### config.mk
export PLATFORM = sky130hd
export DESIGN_NAME = sync_fifo_param
export DESIGN_NICKNAME = d
export VERILOG_FILES = /design/src/rtl/sync_fifo_param.sv
export SDC_FILE = /design/constraint.sdc
export NUM_CORES = 1
export LEC_CHECK = 0
export CAP_MARGIN = 20
export CORE_UTILIZATION = 52
export DETAILED_ROUTE_END_ITERATION = 10
export DONT_BUFFER_PORTS = 1
export PLACE_DENSITY = 0.69
export SYNTH_ARGS = -nofsm -noshare
export SYNTH_HDL_FRONTEND = slang
export SYNTH_SLANG_ARGS = --single-unit
### constraint.sdc
create_clock -name clk -period 3.09 [get_ports clk]
set_input_delay 0.618 -clock clk [delete_from_list [all_inputs] [get_ports clk]]
set_output_delay 0.618 -clock clk [all_outputs]
set_load 0.02 [all_outputs]
### src/rtl/sync_fifo_param.sv
// sync_fifo_param: parametrised single-clock FIFO.
//   Occupancy is tracked by an explicit counter. Full, empty and the
//   almost-full/almost-empty thresholds are all derived from that counter,
//   never from read/write pointer equality. Overflow and underflow are sticky
//   error flags. Two read modes are selected at elaboration:
//     FWFT=0  registered read. o_data_vld pulses for one cycle after each
//             accepted read.
//     FWFT=1  first-word-fall-through. The head word is always on o_data, and
//             o_data_vld mirrors !o_fifo_empty.
// Ports
//   clk, rst_n      clock (rising edge); asynchronous active-low reset
//   i_wr, i_data    write request and write data
//   i_rd            read request (FWFT: pops the presented word)
//   i_clr_err       clears the sticky o_overflow/o_underflow flags
//   o_data          read data
//   o_data_vld      o_data holds a valid word
//   o_fifo_full     count == DEPTH
//   o_fifo_empty    count == 0
//   o_fifo_afull    count >= AFULL_TH
//   o_fifo_aempty   count <= AEMPTY_TH
//   o_count         number of words held, 0..DEPTH
//   o_overflow      sticky: a write was attempted while full
//   o_underflow     sticky: a read was attempted while empty
module sync_fifo_param #(
    parameter int DATA_W    = 32,
    parameter int DEPTH     = 32,
    parameter int AFULL_TH  = 28,
    parameter int AEMPTY_TH = 4,
    parameter bit FWFT      = 1'b0
) (
    input  logic                       clk,
    input  logic                       rst_n,
    input  logic                       i_wr,
    input  logic [DATA_W-1:0]          i_data,
    input  logic                       i_rd,
    input  logic                       i_clr_err,
    output logic [DATA_W-1:0]          o_data,
    output logic                       o_data_vld,
    output logic                       o_fifo_full,
    output logic                       o_fifo_empty,
    output logic                       o_fifo_afull,
    output logic                       o_fifo_aempty,
    output logic [$clog2(DEPTH):0]     o_count,
    output logic                       o_overflow,
    output logic                       o_underflow
);

    localparam int AW = $clog2(DEPTH);
    localparam int CW = AW + 1;

    logic [DATA_W-1:0] mem [DEPTH];
    logic [AW-1:0]     wr_ptr, rd_ptr, rd_ptr_nxt;
    logic [CW-1:0]     count_nxt;
    logic              wr_acc, rd_acc;

    // Acceptance is decided from the registered flags of the current cycle.
    assign wr_acc     = i_wr && !o_fifo_full;
    assign rd_acc     = i_rd && !o_fifo_empty;
    assign rd_ptr_nxt = rd_ptr + AW'(rd_acc);

    always_comb begin
        count_nxt = o_count;
        case ({wr_acc, rd_acc})
            2'b10:   count_nxt = o_count + CW'(1);
            2'b01:   count_nxt = o_count - CW'(1);
            default: count_nxt = o_count;
        endcase
    end

    // The storage array is deliberately not reset. After a reset the counter
    // reads zero, so stale contents are never observed.
    always_ff @(posedge clk) begin
        if (wr_acc) mem[wr_ptr] <= i_data;
    end

    // Pointers wrap naturally because DEPTH is a power of two.
    always_ff @(posedge clk or negedge rst_n) begin
        if (!rst_n) begin
            wr_ptr        <= '0;
            rd_ptr        <= '0;
            o_count       <= '0;
            o_fifo_full   <= 1'b0;
            o_fifo_empty  <= 1'b1;
            o_fifo_afull  <= 1'b0;
            o_fifo_aempty <= 1'b1;
            o_overflow    <= 1'b0;
            o_underflow   <= 1'b0;
        end else begin
            if (wr_acc) wr_ptr <= wr_ptr + AW'(1);
            rd_ptr        <= rd_ptr_nxt;
            o_count       <= count_nxt;
            o_fifo_full   <= (count_nxt == CW'(DEPTH));
            o_fifo_empty  <= (count_nxt == '0);
            o_fifo_afull  <= (count_nxt >= CW'(AFULL_TH));
            o_fifo_aempty <= (count_nxt <= CW'(AEMPTY_TH));
            // A new error on the same edge as a clear wins, so the flag stays set.
            o_overflow    <= (i_wr && o_fifo_full)  || (o_overflow  && !i_clr_err);
            o_underflow   <= (i_rd && o_fifo_empty) || (o_underflow && !i_clr_err);
        end
    end

    generate
        if (FWFT) begin : g_fwft
            logic              bypass;
            logic [DATA_W-1:0] head_nxt;

            // The word being written becomes the head when nothing older
            // survives this edge: the FIFO is empty, or it holds one word that
            // is popped on this same edge.
            assign bypass   = wr_acc && (o_count == CW'(rd_acc));
            assign head_nxt = bypass ? i_data : mem[rd_ptr_nxt];

            always_ff @(posedge clk or negedge rst_n) begin
                if (!rst_n) begin
                    o_data     <= '0;
                    o_data_vld <= 1'b0;
                end else begin
                    o_data_vld <= (count_nxt != '0);
                    // When the FIFO drains, o_data keeps the last word it presented.
                    if (count_nxt != '0) o_data <= head_nxt;
                end
            end
        end else begin : g_std
            always_ff @(posedge clk or negedge rst_n) begin
                if (!rst_n) begin
                    o_data     <= '0;
                    o_data_vld <= 1'b0;
                end else begin
                    o_data_vld <= rd_acc;
                    if (rd_acc) o_data <= mem[rd_ptr];
                end
            end
        end
    endgenerate

endmodule
==> flow_summary.json, run 1 <==
{
  "status": "completed",
  "power_leakage_nw": 14.7,
  "place.gp.congestion": 0.859,
  "routed_wl_mm": 95.7,
  "setup.worst_path.end_class": "flop",
  "synth_fa_ha_area_frac": 0.00214,
  "antenna_violations_before_repair": 0,
  "synth_top_family_by_area": "multiplexers",
  "power_mw": 41.5,
  "yosys-mux-area-fraction": 0.143,
  "ant_nets": 0,
  "post_placement_cell_area_sq_mm": 0.0429,
  "report.final.slew_viol_count": 0,
  "antenna_cells_inserted": 0,
  "grt_pass1_wl_mm": 139,
  "cells_after_synth": 1824,
  "clockBufferDepth": 3,
  "timing.setup.tns_ps": 0,
  "grt_start_max_net_pins": 58,
  "fraction_of_the_core_area_covered_by_cells_at_the_end_of_the_flow": 0.598,
  "insertion_delay_ps": 680,
  "clkSinkCount": 1079,
  "cts.reportedPaths.clkPinSlew_ps": 60,
  "yosysUniqueCellTypes": 53,
  "fillers": 5241,
  "maximum_vdd_ir_drop_v": 0.000506,
  "yosysTopAreaCell": "sky130_fd_sc_hd__edfxtp_1",
  "clock.fmax_ghz": 0.379,
  "cts-buffers-inserted": 105,
  "startpoint_type": "flop",
  "synth_ff_type": "sky130_fd_sc_hd__edfxtp_1",
  "drc": 0,
  "synthesis.yosys.warnings": 0,
  "startpoint_to_endpoint_class_of_the_critical_path": "reg2reg",
  "cp.arrival_ps": 3200,
  "synth_async_sr_flop_share": 0.0510,
  "grt_setup_unrepaired": "false",
  "wl_per_cell_um": 31.2,
  "netlist.area_leader.share": 0.751,
  "timing_hold_violations_final": 0,
  "ctsHoldBuffers": 2,
  "syn-num-nets": 1868,
  "final_cell_area_sq_mm": 0.0465,
  "critical_path_required_ps": 3650,
  "critical_path.max_fanout": 3,
  "gr-total-overflow": 0,
  "synthSimpleGateAreaFrac": 0.0204,
  "ratio_of_total_power_to_cell_area_mw_per_mm2": 893,
  "initial_core_util": 0.527,
  "die_x_um": 283,
  "cts_setup_buffers": 0,
  "drt-pass1-iter-count": 6,
  "cap_violations": 0,
  "grt_total_usage": 0.246,
  "core_area_sq_mm": 0.0777,
  "report.final.setup_viol": 0,
  "relative_slew_slack": 0.541,
  "htree_num_levels": 3,
  "chipHeight_um": 283,
  "final_net_count": 1980,
  "synth.yosys.seq_area_share": 0.784,
  "grt_pass1_vias": 20000,
  "synth_edf_count": 1024,
  "avgViaCountPerCell": 6.40,
  "detailedRoute.firstIterationViolations": 2248,
  "xor_and_xnor_area_share_after_synthesis": 0.00214,
  "area_growth_pct": 13.5,
  "setup_skew_ps": 27.1,
  "clock_tree_from_tritoncts": "done",
  "syn-mean-instance-area_sq_um": 22.5,
  "detailed_place_hpwl_mm": 53.7,
  "timing.hold.worst.class": "in2reg",
  "ios": 82,
  "finalCriticalPeriod_ps": 2640,
  "post_cts_resized": 0,
  "synth_area_leaders": "sky130_fd_sc_hd__edfxtp_1 75%, sky130_fd_sc_hd__mux4_2 13%, sky130_fd_sc_hd__dfrtp_1 3.2%",
  "yosys_reg_bits": 1079,
  "worst-slew-pin-transition_ps": 687,
  "port_buffers": 0,
  "die-area_sq_mm": 0.0799,
  "via_count": 19600,
  "synth_compound_area_frac": 0.0286,
  "layout-drive-gt1-share": 0.274,
  "floorplan.rows": 102,
  "cts_root_buf": "sky130_fd_sc_hd__clkbuf_16",
  "final.period_utilization": 0.854,
  "synth_area_sq_mm": 0.0410
}
final cells by class:
cell class / count / area (sq um) / share of cell area
clock buffers: 141 / 2880 / 0.0618
clock inverters: 57 / 656 / 0.0141
inverters: 13 / 48.8 / 0.00105
multi-input cells: 625 / 8300 / 0.178
flip-flops and latches: 1079 / 32100 / 0.691
well taps: 1040 / 1300 / 0.0280
repair buffers: 112 / 1200 / 0.0258
critical path, cell delays in order, from the launching register on:
cell and delay (ps):
sky130_fd_sc_hd__dfrtp_1 480, sky130_fd_sc_hd__nor2b_1 130, sky130_fd_sc_hd__nor2_1 250, sky130_fd_sc_hd__xor2_1 180, sky130_fd_sc_hd__ha_1 220, sky130_fd_sc_hd__or3b_2 450, sky130_fd_sc_hd__nand4_1 130, sky130_fd_sc_hd__o221a_2 220
sky130_fd_sc_hd__nand4_1 160, sky130_fd_sc_hd__nor4bb_1 330
cell usage after synthesis (all sizes together) (2+ instances only):
| cell type | count |
|---|---|
| inv | 12 |
| or3 | 2 |
| o22ai | 130 |
| or2 | 2 |
| nor3 | 2 |
| or3b | 5 |
| nand4 | 5 |
| o21ai | 38 |
| or4 | 33 |
| xor2 | 2 |
| nand2b | 3 |
| nand3b | 5 |
| o31ai | 2 |
| a21oi | 7 |
| nor2b | 2 |
| dfstp | 2 |
| o311ai | 3 |
| o2111ai | 2 |
| nand3 | 5 |
| dfrtp | 53 |
| buf | 73 |
| mux4 | 256 |
| nor4bb | 2 |
| a21o | 2 |
| nor2 | 38 |
| and2 | 4 |
| edfxtp | 1024 |
| clkbuf | 34 |
| ha | 7 |
| nand2 | 49 |
| xnor2 | 8 |
worst paths after layout:
check,from,to,slack (ps),cells past startpoint
max,o_fifo_full,o_fifo_aempty,450,9
min,i_data[20],mem[21][20],30,0
max reg2reg,o_fifo_full,o_fifo_aempty,450,9
min reg2reg,o_fifo_empty,o_underflow,600,2
max in group asynchronous,rst_n,o_fifo_empty,2130,2
min in group asynchronous,rst_n,o_data[18],620,2
sequential cells by signal, indices dropped and copies added (netlist names), 5 cells and up:
register,cells
o_data,32
o_count,6
wr_ptr,5
mem,1024
rd_ptr,5
power by group:
part	total, mW	switching (mW)	internal [mW]
sequential	18.3	1.07	17.2
clock	13.0	5.41	7.57
combinational	10.3	5.49	4.79
total	41.5	12.0	29.6
logic make-up after synthesis:
| family | count (synthesis) |
|---|---|
| compound gates | 191 |
| simple gates | 159 |
| fa+ha+maj | 7 |
| buf+inv | 120 |
| xor+xnor | 10 |
| flops | 1079 |
| mux | 258 |
per-layer routing:
layer,up-vias,GRT usage,part of all wire
li1,7990,-,-
met1,10600,0.341,0.39
met2,943,0.399,0.50
met3,141,0.0508,0.091
met4,0,0.0718,0.023
met5,-,0,0
through the flow:
stage | setup WS [ps] | hold WS (ps) | cells
2_1_floorplan | -162 | 322 | 1824
3_3_place_gp | 423 | 325 | 2867
3_5_place_dp | 318 | 325 | 2867
4_1_cts | 465 | 6.41 | 3067
5_1_grt | 245 | 15.0 | 3067
6_report | 450 | 32.0 | 3067
placed cells by master (no fill, tap or decap), drive strengths merged, types with 3 or more instances in the layout:
| master | count |
|---|---|
| nand2b | 3 |
| nand2 | 49 |
| o311ai | 3 |
| o22ai | 130 |
| o21ai | 38 |
| ha | 7 |
| nand3b | 5 |
| xnor2 | 8 |
| or4 | 33 |
| nand3 | 5 |
| clkinvlp | 7 |
| and2 | 4 |
| clkbuf | 141 |
| or3b | 5 |
| bufinv | 12 |
| buf | 111 |
| clkinv | 35 |
| edfxtp | 1024 |
| a21oi | 7 |
| dfrtp | 53 |
| nand4 | 5 |
| nor2 | 38 |
| inv | 16 |
| mux4 | 256 |
Power figures use the tool's default switching activity.
==> run 2: changes to the inputs <==
--- a/config.mk
+++ b/config.mk
@@ -10,6 +10,7 @@
 export DETAILED_ROUTE_END_ITERATION = 10
 export DONT_BUFFER_PORTS = 1
 export PLACE_DENSITY = 0.69
+export REMOVE_ABC_BUFFERS = 1
 export SYNTH_ARGS = -nofsm -noshare
 export SYNTH_HDL_FRONTEND = slang
 export SYNTH_SLANG_ARGS = --single-unit
==> constraint.sdc (replaced) <==
create_clock -name clk -period 3.09 [get_ports clk]
set_input_delay 0.7725 -clock clk [delete_from_list [all_inputs] [get_ports clk]]
set_output_delay 0.7725 -clock clk [all_outputs]
set_load 0.02 [all_outputs]
==> run 2 against run 1 <==
- die area is the same
- flip-flop and latch count unchanged
- total power fell by 1.8%
- cell count hardly changed
- non-clock buffer count rose by 1
- design area shrank 0.10%
- critical path type unchanged
- largest power group unchanged
==> flow_summary.json, run 2 (synthesized netlist as in run 1, its figures left out) <==
{
  "clock.fmax_ghz": 0.348,
  "ios": 82,
  "antenna_cells_inserted": 0,
  "critical_path_stages": 9,
  "cts_setup_buffers": 0,
  "htree_num_levels": 3,
  "worst_r2r_startpoint": "o_fifo_full",
  "grt_total_usage": 0.247,
  "detailed_place_hpwl_mm": 54.1,
  "critical_path.startpoint": "o_fifo_full",
  "clkSinkCount": 1079,
  "grt_setup_unrepaired": "false",
  "ant_nets": 0,
  "leading_cell_type_in_the_layout_fill_and_taps_excluded": "sky130_fd_sc_hd__edfxtp_1",
  "clockBufferDepth": 3,
  "cts.reportedPaths.clkPinSlew_ps": 60,
  "max_stage_delay_ps": 520,
  "initial_core_util": 0.527,
  "floorplan.rows": 102,
  "grt_pass1_wl_mm": 138,
  "insertion_delay_ps": 670,
  "wl_per_cell_um": 31.2,
  "cts-buffers-inserted": 104,
  "biggest_registers_after_layout": "mem x1024, o_data x32, o_count x6",
  "post_placement_cell_area_sq_mm": 0.0431,
  "setup.worst_path.end_class": "flop",
  "hp-start": "i_data[26]",
  "critical_path.top_delay_family": "simple AND/OR/NAND/NOR gates",
  "drt-pass1-iter-count": 5,
  "port_buffers": 0,
  "status": "completed",
  "relative_slew_slack": 0.605,
  "grt_pass1_vias": 19800,
  "startpoint_to_endpoint_class_of_the_critical_path": "reg2reg",
  "timing_hold_violations_final": 0,
  "critical_path.max_fanout": 15,
  "critical_path_required_ps": 3660,
  "largest_reg_flops": 1024,
  "final_net_count": 1980,
  "layout.cells.most_common_list": "1024 x sky130_fd_sc_hd__edfxtp_1, 237 x sky130_fd_sc_hd__mux4_2, 130 x sky130_fd_sc_hd__o22ai_1",
  "ratio_of_total_power_to_cell_area_mw_per_mm2": 878,
  "core_area_sq_mm": 0.0777,
  "cp.buffers_inverters": 2,
  "grt_start_max_net_pins": 81,
  "power_leakage_nw": 14.7,
  "regToRegSetupSlack_ps": 220,
  "die_x_um": 283,
  "timing.hold.worst_path_depth": 0,
  "report.final.slew_viol_count": 0,
  "cp.arrival_ps": 3440,
  "avgViaCountPerCell": 6.39,
  "critical-path-slowest-cell": "sky130_fd_sc_hd__or3b_2",
  "clock_tree_from_tritoncts": "done",
  "timing.critical_path.cells": "nor2b_2 -> buf_6 -> inv_2 -> ha_1 -> or3b_2 -> a31oi_1 -> xnor2_1 -> nand2b_1 -> nor4bb_1",
  "via_count": 19600,
  "place.gp.congestion": 0.836,
  "registers.top_by_ff_count": "mem",
  "cap_violations": 0,
  "hold_end": "mem[9][26]",
  "area_growth_pct": 13.4,
  "chipHeight_um": 283,
  "timing.hold.worst.class": "in2reg",
  "finalCriticalPeriod_ps": 2870,
  "maximum_vdd_ir_drop_v": 0.000787,
  "routed_wl_mm": 95.6,
  "setup_skew_ps": 26.5,
  "layout-drive-gt1-share": 0.276,
  "die-area_sq_mm": 0.0799,
  "worst-slew-pin-transition_ps": 593,
  "report.final.setup_viol": 0,
  "final.period_utilization": 0.929,
  "gr-total-overflow": 0,
  "count_of_cells_along_the_worst_register_to_register_path": 9,
  "detailedRoute.firstIterationViolations": 2217,
  "antenna_violations_before_repair": 0,
  "final_cell_area_sq_mm": 0.0465,
  "rr_endpoint": "o_fifo_aempty",
  "fraction_of_the_core_area_covered_by_cells_at_the_end_of_the_flow": 0.598,
  "drc": 0,
  "cts_root_buf": "sky130_fd_sc_hd__clkbuf_16",
  "startpoint_type": "flop"
}
[run 2: power by group]
| group | total (mW) | switching (mW) | internal [mW] |
|---|---|---|---|
| Sequential | 18.2 | 0.973 | 17.2 |
| Clock | 12.2 | 5.29 | 6.93 |
| Combinational | 10.4 | 5.59 | 4.80 |
[run 2: worst reg2reg max path, delay by kind of cell, from the launching register on]
family | cells | cell delay [ps]
AND/OR/NAND/NOR | 4 | 1210
flip-flops | 1 | 470
adder cells (fa/ha/maj) | 1 | 360
buffers and inverters | 2 | 330
AO/OA/AOI/OAI | 1 | 260
XOR/XNOR | 1 | 150
[run 2: area by class of cell]
cell class              instances  area (sq um)
repair buffers                113          1360
clock buffers                 142          2870
inverters                      13          48.8
well taps                    1040          1300
multi-input cells             625          8310
fillers                      5269         31300
clock inverters                53           448
flip-flops and latches       1079         32100
[run 2: repair_timing]
| action | CTS | global route |
|---|---|---|
| hold buffers | 2 | 0 |
| gates resized for setup | 0 | 3 |
| setup endpoints to repair | 0 | 3 |
| hold endpoints to repair | 55 | 0 |
[run 2: per-stage QoR]
step	setup WS (ps)	hold slack (ps)	instances	TNS (ps)	power [mW]
2_1_floorplan	-8550	477	1717	-790940	23.4
3_3_place_gp	130	481	2868	0	28.7
3_5_place_dp	-72.6	482	2868	-133	28.9
4_1_cts	201	164	3065	0	41.1
5_1_grt	74.5	173	3065	0	42.3
6_report	220	194	3065	0	40.8
[run 2: metal layers]
metal / global-route usage / wire [um]
met1: 0.349 / 37800
met2: 0.395 / 46800
met3: 0.0534 / 9090
met4: 0.0608 / 1830
met5: 0 / 0
[run 2: worst max-delay path by stage]
stage / slack [ps] / endpoint
finish: 220 / o_fifo_aempty
global route: 70 / o_fifo_aempty
CTS: 200 / o_fifo_empty
detailed placement: -70 / o_fifo_empty
global placement: 130 / o_fifo_empty
floorplan: -8550 / o_data[11]
